**src/rtl/freq_meter_pkg.sv**
```systemverilog
// Shared types, range constants and gate-length helper for the frequency meter.
// A range r selects a gate of CLK_HZ / 10^r system clock cycles.
package freq_meter_pkg;

   typedef enum logic [1:0] {
      StIdle,
      StClr,
      StGate,
      StLatch
   } state_e;

   localparam logic [1:0] RNG_1S    = 2'd0;
   localparam logic [1:0] RNG_100MS = 2'd1;
   localparam logic [1:0] RNG_10MS  = 2'd2;

   function automatic int unsigned gate_len(input int unsigned clk_hz, input logic [1:0] rng);
      case (rng)
         RNG_1S:    return clk_hz;
         RNG_100MS: return clk_hz / 10;
         default:   return clk_hz / 100;
      endcase
   endfunction

   function automatic logic [1:0] clamp_rng(input logic [1:0] rng);
      return (rng == 2'd3) ? RNG_10MS : rng;
   endfunction

endpackage

```
**src/rtl/bcd_counter.sv**
```systemverilog
// Multi-digit BCD event counter with synchronous clear and a sticky carry-out flag.
// The count keeps wrapping after overflow; the flag stays set until the next clear.
module bcd_counter #(
   parameter int unsigned DIGITS = 8
) (
   input  logic                clk_i,
   input  logic                rst_ni,
   input  logic                clr_i,
   input  logic                en_i,
   input  logic                inc_i,
   output logic [4*DIGITS-1:0] count_o,
   output logic                ovf_o
);

   logic [4*DIGITS-1:0] count_q, count_d;
   logic                ovf_q, ovf_d;
   logic                carry;

   always_comb begin
      count_d = count_q;
      ovf_d   = ovf_q;
      carry   = 1'b0;
      if (clr_i) begin
         count_d = '0;
         ovf_d   = 1'b0;
      end else if (en_i && inc_i) begin
         carry = 1'b1;
         for (int unsigned i = 0; i < DIGITS; i++) begin
            if (carry) begin
               if (count_q[4*i +: 4] == 4'd9) begin
                  count_d[4*i +: 4] = 4'd0;
               end else begin
                  count_d[4*i +: 4] = count_q[4*i +: 4] + 4'd1;
                  carry             = 1'b0;
               end
            end
         end
         if (carry) begin
            ovf_d = 1'b1;
         end
      end
   end

   always_ff @(posedge clk_i) begin
      if (!rst_ni) begin
         count_q <= '0;
         ovf_q   <= 1'b0;
      end else begin
         count_q <= count_d;
         ovf_q   <= ovf_d;
      end
   end

   assign count_o = count_q;
   assign ovf_o   = ovf_q;

endmodule

```
**src/rtl/freq_meter_ctrl.sv**
```systemverilog
// Frequency-meter sequencer: synchronises sig_in, counts its rising edges over a
// clock-derived gate window and latches the BCD result with its range tag.
module freq_meter_ctrl
   import freq_meter_pkg::*;
#(
   parameter int unsigned CLK_HZ = 50000000,
   parameter int unsigned DIGITS = 8
) (
   input  logic                iCLK,
   input  logic                reset,
   input  logic                sig_in,
   input  logic                start,
   input  logic                cont,
   input  logic                auto_rng,
   input  logic [1:0]          rng_sel,
   output logic                busy,
   output logic                valid,
   output logic [4*DIGITS-1:0] ofreqnum,
   output logic [1:0]          orange,
   output logic                ovf
);

   localparam int unsigned         TimerW   = $clog2(CLK_HZ);
   localparam logic [4*DIGITS-1:0] AllNines = {DIGITS{4'h9}};

   state_e              state_q, state_d;
   logic [2:0]          sync_q, sync_d;
   logic [TimerW-1:0]   timer_q, timer_d;
   logic [1:0]          wrng_q, wrng_d;
   logic [1:0]          arng_q, arng_d;
   logic [1:0]          arng_nx;
   logic [4*DIGITS-1:0] freq_q, freq_d;
   logic [1:0]          orng_q, orng_d;
   logic                ovf_q, ovf_d;
   logic                valid_q, valid_d;

   logic                sig_rise;
   logic                cnt_clr;
   logic                cnt_en;
   logic [4*DIGITS-1:0] cnt;
   logic                cnt_ovf;

   assign sync_d   = {sync_q[1:0], sig_in};
   assign sig_rise = sync_q[1] & ~sync_q[2];

   bcd_counter #(
      .DIGITS(DIGITS)
   ) u_bcd_counter (
      .clk_i  (iCLK),
      .rst_ni (reset),
      .clr_i  (cnt_clr),
      .en_i   (cnt_en),
      .inc_i  (sig_rise),
      .count_o(cnt),
      .ovf_o  (cnt_ovf)
   );

   // Auto range steps up on overflow and down when the top digit is unused.
   always_comb begin
      arng_nx = arng_q;
      if (cnt_ovf && (arng_q < RNG_10MS)) begin
         arng_nx = arng_q + 2'd1;
      end else if (!cnt_ovf && (cnt[4*DIGITS-1 -: 4] == 4'd0) && (arng_q != RNG_1S)) begin
         arng_nx = arng_q - 2'd1;
      end
   end

   always_comb begin
      state_d = state_q;
      timer_d = timer_q;
      wrng_d  = wrng_q;
      arng_d  = arng_q;
      freq_d  = freq_q;
      orng_d  = orng_q;
      ovf_d   = ovf_q;
      valid_d = 1'b0;
      cnt_clr = 1'b0;
      cnt_en  = 1'b0;
      unique case (state_q)
         StIdle: begin
            if (start || cont) begin
               state_d = StClr;
               wrng_d  = auto_rng ? arng_q : clamp_rng(rng_sel);
            end
         end
         StClr: begin
            cnt_clr = 1'b0 | 1'b1;
            timer_d = TimerW'(gate_len(CLK_HZ, wrng_q) - 32'd1);
            state_d = StGate;
         end
         StGate: begin
            cnt_en = 1'b1;
            if (timer_q == '0) begin
               state_d = StLatch;
            end else begin
               timer_d = timer_q - 1'b1;
            end
         end
         StLatch: begin
            freq_d  = cnt_ovf ? AllNines : cnt;
            ovf_d   = cnt_ovf;
            orng_d  = wrng_q;
            valid_d = 1'b1;
            arng_d  = arng_nx;
            if (cont) begin
               state_d = StClr;
               wrng_d  = auto_rng ? arng_nx : clamp_rng(rng_sel);
            end else begin
               state_d = StIdle;
            end
         end
         default: state_d = StIdle;
      endcase
   end

   always_ff @(posedge iCLK) begin
      if (!reset) begin
         state_q <= StIdle;
         sync_q  <= '0;
         timer_q <= '0;
         wrng_q  <= RNG_1S;
         arng_q  <= RNG_1S;
         freq_q  <= '0;
         orng_q  <= RNG_1S;
         ovf_q   <= 1'b0;
         valid_q <= 1'b0;
      end else begin
         state_q <= state_d;
         sync_q  <= sync_d;
         timer_q <= timer_d;
         wrng_q  <= wrng_d;
         arng_q  <= arng_d;
         freq_q  <= freq_d;
         orng_q  <= orng_d;
         ovf_q   <= ovf_d;
         valid_q <= valid_d;
      end
   end

   assign busy     = (state_q != StIdle);
   assign valid    = valid_q;
   assign ofreqnum = freq_q;
   assign orange   = orng_q;
   assign ovf      = ovf_q;

endmodule

```
**config.mk**
```make
export PLATFORM = sky130hd
export DESIGN_NAME = freq_meter_ctrl
export DESIGN_NICKNAME = d
export VERILOG_FILES = /design/src/rtl/freq_meter_pkg.sv /design/src/rtl/bcd_counter.sv /design/src/rtl/freq_meter_ctrl.sv
export SDC_FILE = /design/constraint.sdc
export NUM_CORES = 1
export LEC_CHECK = 0
export CAP_MARGIN = 40
export CORE_MARGIN = 4
export CORE_UTILIZATION = 40
export DETAILED_ROUTE_END_ITERATION = 8
export GPL_TIMING_DRIVEN = 0
export HOLD_SLACK_MARGIN = 0.06
export PLACE_DENSITY = 0.62
export SYNTH_ARGS = -nofsm -noshare
export SYNTH_HDL_FRONTEND = slang
export SYNTH_SLANG_ARGS = --single-unit
```
**constraint.sdc**
```tcl
create_clock -name iCLK -period 3.5 [get_ports iCLK]
set_clock_uncertainty 0.1 [all_clocks]
set_input_delay 0.7 -clock iCLK [delete_from_list [all_inputs] [get_ports iCLK]]
set_output_delay 0.7 -clock iCLK [all_outputs]
set_load 0.02 [all_outputs]
```
Yosys cells after proc, flatten, opt, wreduce, memory -nomap -nowiden
Index checks and enable logic that the tools add are counted.
Widths: inputs -> output; s select.
{"block": "word_totals", "out_inout_bits": 37, "wordCells": 136, "register_bits": 104, "input_bits": 8}
{"block": "op_classes", "n_addsub": 12, "n_eq_ne": 17, "mux": 59, "n_bitwise": 3, "n_reduce_logical": 26, "order_cmp": 1}
{"operator": "$pmux 26 s2", "count": 2}
{"operator": "$mux 26", "count": 2}
{"operator": "$sub 26x1->26 const B", "count": 2}
{"operator": "$mux 1", "count": 35}
{"operator": "$add 4x1->4 const B", "count": 8}
{"operator": "$eq 4x4->1 const B", "count": 8}
{"operator": "$mux 32", "count": 1}
{"operator": "$mux 4", "count": 8}
{"operator": "$logic_not 26->1", "count": 1}
{"operator": "$reduce_and 2->1", "count": 10}
{"operator": "$mux 2", "count": 9}
{"operator": "$ne 2x2->1 const B", "count": 4}
{"operator": "$pmux 2 s4", "count": 1}
{"operator": "$reduce_bool 2->1", "count": 4}
{"operator": "$eq 2x2->1 const B", "count": 3}
{"operator": "$eq 2x1->1 const B", "count": 2}
{"operator": "$logic_and 1x1->1", "count": 4}
{"operator": "$logic_not 2->1", "count": 2}
{"operator": "$logic_not 4->1", "count": 1}
{"operator": "$pmux 2 s2", "count": 1}
{"operator": "$reduce_and 3->1", "count": 1}
{"operator": "$add 2x1->2 const B", "count": 1}
{"operator": "$lt 2x2->1 const B", "count": 1}
{"operator": "$not 1->1", "count": 2}
{"operator": "5 further kinds", "count": 5}

Logic depth before layout (Yosys ltp)
Gate-level depths: netlist of run 1.
{"block": "depth", "ltp_word": 27, "depth_mapped": 13, "depth_no_buf": 10}

Cells and area by module
From an unflattened synthesis of run 1, not the netlist that was laid out.
{"block": "unflattened", "cells_unflattened": 639, "hier_area_um2": 5298.8}
{"module": "freq_meter_ctrl", "seq_area_each_um2": 1421.4, "instances": 1, "area_each_um2": 3504.6, "cells_per_inst": 423}
{"module": "bcd_counter", "seq_area_each_um2": 660.6, "instances": 1, "area_each_um2": 1794.2, "cells_per_inst": 216}

Worst setup path before layout of run 1
OpenSTA, ideal clock, no wires.
{"block": "synth_path", "path_type": "reg-to-reg", "from": "register state_q[0]", "to": "register timer_q[18]", "setup_time_ns": 0.058, "required_time_ns": 3.342, "path_slack_ns": 0.696, "synth_period_minus_slack_ns": 2.804, "path_buffers": 3, "arrival_time_ns": 2.646, "path_stages_with_launch": 14, "path_cell_list": "dfxtp_1 -> inv_1 -> ha_1 -> buf_2 -> clkbuf_1 -> clkbuf_1 -> nand2_1 -> ha_1 -> a21o_2 -> nand4_1 -> nand2_1 -> o31ai_1 -> o221a_2 -> o21a_1"}
{"block": "synth_via", "elab_chain_cells": 3, "elab_cells_between_ends": 6, "cone_classes": "eq/ne (3); mux (1); reduce/logical (2)"}
{"element": "start, declared", "line": "freq_meter_ctrl.sv:26", "rtl": "state_e state_q, state_d;"}
{"element": "start signal, assigned", "line": "freq_meter_ctrl.sv:118", "rtl": "state_q <= StIdle;"}
{"element": "start signal, assigned", "line": "freq_meter_ctrl.sv:128", "rtl": "state_q <= state_d;"}
{"element": "$eq 2x2->1 or $eq 2x1->1 (tied branches)", "line": "freq_meter_ctrl.sv:79", "rtl": "unique case (state_q)"}
{"element": "$ne 2x2->1 (no source line) or $reduce_bool 2->1 (tied branches)"}
{"element": "$reduce_and 2->1 (no source line)"}
{"element": "end signal, assigned", "line": "freq_meter_ctrl.sv:130", "rtl": "timer_q <= timer_d;"}
{"element": "end, declared", "line": "freq_meter_ctrl.sv:28", "rtl": "logic [TimerW-1:0] timer_q, timer_d;"}
Several ways; a longest one is shown, not always the timed one.
A chain may end at the register's enable or synchronous reset.

Worst setup path in the final report of run 1
{"block": "layout_path", "from": "register state_q[0]", "to": "register timer_q[24]"}
Same word-level chain as after synthesis.

==> impl_metrics.json, run 1 <==
{
  "status": "complete, no violations",
  "cpPeakStageDelay_ns": 0.37,
  "path_cells": "inv_1 > ha_1 > buf_2 > clkbuf_2 > nand2_1 > ha_1 > a21o_2 > nand4_1 > a21boi_1 > nand2_1 > nor3_1 > mux2i_1",
  "clk_latency_ns": 0.37,
  "cp.arrival_ns": 3.30,
  "dieArea_mm2": 0.0151,
  "rsz0062_at_grt": "no",
  "period_share_pct": 88.8,
  "core_mm2": 0.0128,
  "overflow": 0,
  "pin_count": 45,
  "grt_util_met2_pct": 35.0,
  "drive_gt1_share_pct": 5.80,
  "end_kind": "flop",
  "grt_pass1_wl_um": 24300,
  "htree_levels": 3,
  "die_x_um": 123,
  "ir_worst_vdd_mv": 0.391,
  "num_antenna_cells": 0,
  "drc": 0,
  "cp_max_fo": 19,
  "synth.yosys.seq_area_share_pct": 39.6,
  "cts_tree": "yes",
  "area_delta_synth_final_pct": 18.0,
  "final_nets": 735,
  "numCtsBuffers": 9,
  "top_usage_layer": "met2",
  "vias": 5001,
  "criticalPathCategory": "flop to flop",
  "vias_per_cell": 5.58,
  "synth_cell_type_count": 69,
  "cts.sinks": 104,
  "yosys_warnings": 0,
  "stdcell_area_mm2": 0.00621,
  "grt_max_degree": 19,
  "synth-main-ff-cell": "dfxtp_1",
  "antenna_found_initial": 1,
  "synthArstFlopShare_pct": 0,
  "dieHeight_um": 123,
  "placed_area_mm2": 0.00591,
  "yosys_register_bits": 104,
  "timing.fmax_mhz": 322,
  "clockBufferDepth": 2,
  "slew_viol_final": 0,
  "utilization_pct": 48.6,
  "p_leak_uw": 0.00216,
  "start_kind": "flop",
  "min_period_ns": 3.11,
  "grt_usage_pct": 20.6,
  "cts_setup_buffers": 0,
  "holdWs_ns": 0.338,
  "start_util_pct": 41.2,
  "io_buffers": 43,
  "dp_hpwl_um": 10800,
  "syn_avg_cell_area_um2": 7.90,
  "use_met3_pct": 4.84,
  "hold_viol": 0,
  "drt-total-wl_um": 15000,
  "hp-class": "flop to flop",
  "critical_path_required_ns": 3.70,
  "synth_edf_count": 0,
  "grtUsageMet1_pct": 25.3,
  "power_uw": 4390,
  "cp_slowest_cell": "dfxtp_1",
  "synthesis.nets": 682,
  "slew_headroom_pct": 47.6,
  "grt_pass1_vias": 4897,
  "ant_nets": 0,
  "power_density_mw_per_mm2": 707,
  "rows": 41,
  "drt_first_pass_iters": 7,
  "finalSetupViolCount": 0,
  "place_congestion": 0.903,
  "worst_pin_slew_ns": 0.783,
  "drtIter0Drc": 439,
  "cts-root-buf": "clkbuf_16",
  "drt-wirelength-per-cell_um": 16.7,
  "maxCapViolCount": 0,
  "clkTransAtPathRegs_ns": 0.07,
  "synthCells": 666,
  "syn-cell-area_mm2": 0.00526
}
flip-flops by register name (all words and copies together) (netlist names):
| name | flops |
|---|---|
| arng_q | 2 |
| orange | 2 |
| timer_q | 26 |
| u_bcd_counter.ovf_o | 1 |
| u_bcd_counter.count_o | 32 |
| ovf | 1 |
| ofreqnum | 32 |
| state_q | 2 |
| wrng_q | 2 |
| valid | 1 |
| sync_q | 3 |
power breakdown:
group / switching, uW / total [uW] / leakage (uW) / internal [uW]
clock network: 492 / 1060 / 0.000142 / 565
registers: 177 / 1530 / 0.000844 / 1350
logic: 1140 / 1800 / 0.00118 / 659
total: 1810 / 4390 / 0.00216 / 2580
logic make-up after synthesis:
family                   synth area share (%)
XOR/XNOR                                 3.33
flip-flops                               39.6
AND/OR/NAND/NOR                          27.1
AO/OA/AOI/OAI                            21.3
multiplexers                             1.71
adder cells (fa/ha/maj)                  1.90
buffers and inverters                    5.09
routing by layer:
layer,part of all wire (%),vias to the layer above
li1,-,2458
met1,44,2348
met2,49,162
met3,5.0,31
met4,2.1,2
met5,0.047,-
area by class of cell:
class | instances | area, um^2
Clock buffer | 10 | 229
Inverter | 19 | 71.3
Fill cell | 1287 | 6570
Timing Repair Buffer | 43 | 430
Multi-Input combinational cell | 502 | 2910
Sequential cell | 104 | 2080
Clock inverter | 6 | 73.8
Tap cell | 172 | 215
Buffer | 40 | 194
worst max-delay path, delay by kind of cell (launching register included):
kind                       cells  cell delay, ns
DFF                            1            0.37
adders and majority gates      2            0.44
and+or+nand+nor                4            0.78
muxes                          1            0.20
buffers and inverters          3            0.65
AOI/OAI and AO/OA              2            0.49
worst paths after layout:
| check | from | to | slack [ns] | cells past startpoint |
|---|---|---|---|---|
| min reg2reg | sync_q[0] | sync_q[1] | 0.34 | 1 |
| max | state_q[0] | timer_q[24] | 0.39 | 12 |
| min | sync_q[0] | sync_q[1] | 0.34 | 1 |
| max reg2reg | state_q[0] | timer_q[24] | 0.39 | 12 |
per-stage QoR:
stage          std cells  setup WS (ns)  TNS (ns)
3_3_place_gp         881         0.0185         0
2_1_floorplan        666          0.696         0
4_1_cts              897          0.154         0
3_5_place_dp         881        -0.0474   -0.0557
5_1_grt              896         0.0932         0
6_report             896          0.393         0
layout by cell type (no fill, tap or decap), drive strengths merged, types with 3 or more instances in the layout:
cell type      instances
dfxtp                104
and3                   3
nor4                  10
clkbuf                36
xnor2                  8
nand4                  8
or3                    7
o221a                  3
a211oi                 7
nor3b                 11
or2                    3
nor2b                 10
nand2                 64
clkdlybuf4s50         43
ha                     8
xor2                  12
a22oi                  7
nand3b                 6
nor2                 102
nand4b                 3
nand3                 17
nand2b                 8
a211o                  3
a21o                   3
o31ai                  3
o31a                   4
inv                   22
o21ai                 45
or4                    3
and2                   8
nor3                  18
a31oi                 10
mux2i                  9
a21oi                 70
buf                   14
what timing repair did:
item                                    in CTS  in global routing
endpoints found under the hold margin        0                  0
endpoints found under the setup margin       3                  4
gates resized for setup                      1                  1
hold buffers                                 0                  0
gates cloned                                 0                  0
Yosys cell counts (2+ instances only):
cell type | number | area (um^2)
a311oi_1 | 2 | 17.5
nor4_1 | 9 | 56.3
a21oi_1 | 70 | 350
o221a_2 | 2 | 22.5
o21ai_0 | 44 | 220
buf_2 | 4 | 20.0
nor3_1 | 17 | 85.1
nor3b_1 | 11 | 82.6
inv_1 | 19 | 71.3
clkbuf_1 | 27 | 101
a41o_1 | 2 | 20.0
or4_1 | 2 | 15.0
nand3b_1 | 6 | 45.0
ha_1 | 8 | 100
or2_2 | 2 | 12.5
o31a_1 | 3 | 26.3
and2_1 | 7 | 43.8
o41ai_4 | 2 | 55.1
nand2b_1 | 8 | 50.1
nor2_1 | 102 | 383
buf_1 | 5 | 18.8
dfxtp_1 | 104 | 2080
buf_6 | 5 | 56.3
nand4b_1 | 3 | 26.3
a21o_1 | 2 | 15.0
nand4_1 | 7 | 43.8
mux2i_1 | 9 | 90.1
nand2_1 | 64 | 240
o31ai_1 | 3 | 22.5
nand3_1 | 17 | 85.1
xnor2_1 | 8 | 70.1
nor4bb_1 | 2 | 20.0
nor2b_1 | 10 | 62.6
a22oi_1 | 7 | 52.6
a211oi_1 | 7 | 52.6
and3_1 | 3 | 18.8
o21a_1 | 2 | 15.0
nor4b_1 | 2 | 17.5
o22ai_1 | 2 | 12.5
or3_1 | 7 | 43.8
a211o_2 | 2 | 20.0
a31oi_1 | 10 | 62.6
xor2_1 | 12 | 105
No activity file was read; power rests on OpenSTA's default activity.
==> run 2: changes to the inputs <==
--- a/config.mk
+++ b/config.mk
@@ -9,9 +9,11 @@
 export CORE_MARGIN = 4
 export CORE_UTILIZATION = 40
 export DETAILED_ROUTE_END_ITERATION = 8
+export GPL_ROUTABILITY_DRIVEN = 0
 export GPL_TIMING_DRIVEN = 0
 export HOLD_SLACK_MARGIN = 0.06
 export PLACE_DENSITY = 0.62
+export SLEW_MARGIN = 40
 export SYNTH_ARGS = -nofsm -noshare
 export SYNTH_HDL_FRONTEND = slang
 export SYNTH_SLANG_ARGS = --single-unit
==> run 2 against run 1 <==
Against the previous run: clock power is 6% lower; power is 1.2% lower; non-clock buffer count stayed put; critical path depth stayed put; count of clock-buffer cells in the layout stayed put; combinational power hardly changed; wire length is 1.7% higher; worst hold slack better by 0.017 ns; largest cell class unchanged; register-to-register slack worse by 0.07 ns; critical endpoint unchanged.
==> impl_metrics.json, run 2 (synthesis results as in run 1) <==
{
  "grt_pass1_vias": 4985,
  "dp_hpwl_um": 10900,
  "grt_usage_pct": 20.8,
  "clk_latency_ns": 0.36,
  "grt_pass1_wl_um": 24600,
  "io_buffers": 43,
  "criticalPathCategory": "flop to flop",
  "place_worst_setup_slack_ns": -0.0764,
  "dieHeight_um": 123,
  "critical_path_required_ns": 3.69,
  "worst_pin_slew_ns": 0.794,
  "stdcell_area_mm2": 0.00619,
  "worst_slack_ns": 0.326,
  "cts.sinks": 104,
  "status": "complete, no violations",
  "slew_headroom_pct": 46.9,
  "vias": 5109,
  "slew_viol_final": 0,
  "cts_tree": "yes",
  "dieArea_mm2": 0.0151,
  "drt_first_pass_iters": 5,
  "antenna_found_initial": 1,
  "num_antenna_cells": 0,
  "timing.fmax_mhz": 315,
  "hold_buffers": 0,
  "cts-root-buf": "clkbuf_16",
  "core_mm2": 0.0128,
  "vias_per_cell": 5.70,
  "path_cells": "inv_1 > ha_1 > buf_2 > clkbuf_2 > nand2_1 > ha_1 > a21o_2 > nand4_1 > a21boi_1 > nand2_1 > nor3_1 > mux2i_1",
  "drt-total-wl_um": 15300,
  "ant_nets": 0,
  "clockBufferDepth": 2,
  "hp-class": "flop to flop",
  "hold_viol": 0,
  "grt_max_degree": 20,
  "cpPeakStageDelay_ns": 0.38,
  "num-fill-cells": 1295,
  "cp_slowest_cell": "a21boi_1",
  "cp_max_fo": 19,
  "ir_worst_vdd_mv": 0.335,
  "maxCapViolCount": 0,
  "power_density_mw_per_mm2": 701,
  "finalSetupViolCount": 0,
  "numCtsBuffers": 9,
  "period_share_pct": 90.7,
  "p_leak_uw": 0.00215,
  "htree_levels": 3,
  "final_nets": 735,
  "clkTransAtPathRegs_ns": 0.07,
  "rows": 41,
  "die_x_um": 123,
  "layout_commonest_cell": "dfxtp_1",
  "cts_setup_buffers": 0,
  "min_period_ns": 3.17,
  "end_kind": "flop",
  "pin_count": 45,
  "placed_area_mm2": 0.00591,
  "rsz0062_at_grt": "no",
  "drt-wirelength-per-cell_um": 17.0,
  "start_util_pct": 41.2,
  "start_kind": "flop",
  "drive_gt1_share_pct": 5.80,
  "final_cell_mix": "dfxtp_1, nor2_1, a21oi_1",
  "drc": 0,
  "area_delta_synth_final_pct": 17.7,
  "overflow": 0,
  "drtIter0Drc": 496,
  "cp.arrival_ns": 3.36
}
-- run 2: changes by cell type in the layout (fill, tap and decap cells not counted), sizes merged --
cell / change
bufinv: -1
inv: +1
-- run 2: worst max-delay path, delay by kind of cell, from the launching register on --
kind	cells	cell delay [ns]
AND/OR/NAND/NOR	4	0.81
buffers and inverters	3	0.63
AO/OA/AOI/OAI	2	0.52
adder cells (fa/ha/maj)	2	0.46
flip-flops	1	0.37
multiplexers	1	0.21
-- run 2: per-stage QoR --
| stage | power [uW] | hold slack [ns] | utilization [%] | std cells | setup TNS, ns |
|---|---|---|---|---|---|
| floorplan | 2800 | 0.312 | - | 666 | 0 |
| global placement | 3280 | 0.354 | 46.2 | 881 | -0.0579 |
| detailed placement | 3330 | 0.351 | 46.2 | 881 | -0.147 |
| CTS | 4330 | 0.368 | 48.5 | 897 | 0 |
| global route | 4590 | 0.375 | 48.5 | 896 | 0 |
| finish | 4340 | 0.355 | 48.5 | 896 | 0 |
-- run 2: final cells by class --
type	instances	area [um^2]	area share (%)
Tap cell	172	215	3.48
Inverter	19	71.3	1.15
Timing Repair Buffer	43	430	6.95
Buffer	40	194	3.13
Sequential cell	104	2080	33.6
Clock buffer	10	229	3.70
Multi-Input combinational cell	502	2910	47.0
Clock inverter	6	57.6	0.930
-- run 2: timing repair --
action / in CTS / in global routing
gates resized for setup: 1 / 1
endpoints found under the setup margin: 4 / 4
cloned: 0 / 0
-- run 2: final timing paths --
kind	from	end	slack, ns	depth (start not counted)
worst min-delay path	sync_q[0]	sync_q[1]	0.36	1
worst max-delay path	state_q[0]	timer_q[24]	0.33	12
worst max register to register	state_q[0]	timer_q[24]	0.33	12
worst min register to register	sync_q[0]	sync_q[1]	0.36	1
-- run 2: per-layer routing --
metal,vias up,share of wire [%],track usage [%]
li1,2458,-,-
met1,2418,42,24.6
met2,197,48,34.9
met3,34,6.9,6.50
met4,2,2.6,8.75
met5,-,0.046,0
-- run 2: where the power goes --
group | total, uW | switching (uW) | internal [uW]
logic | 1800 | 1140 | 660
clock network | 994 | 493 | 501
registers | 1540 | 187 | 1350
total | 4340 | 1820 | 2510
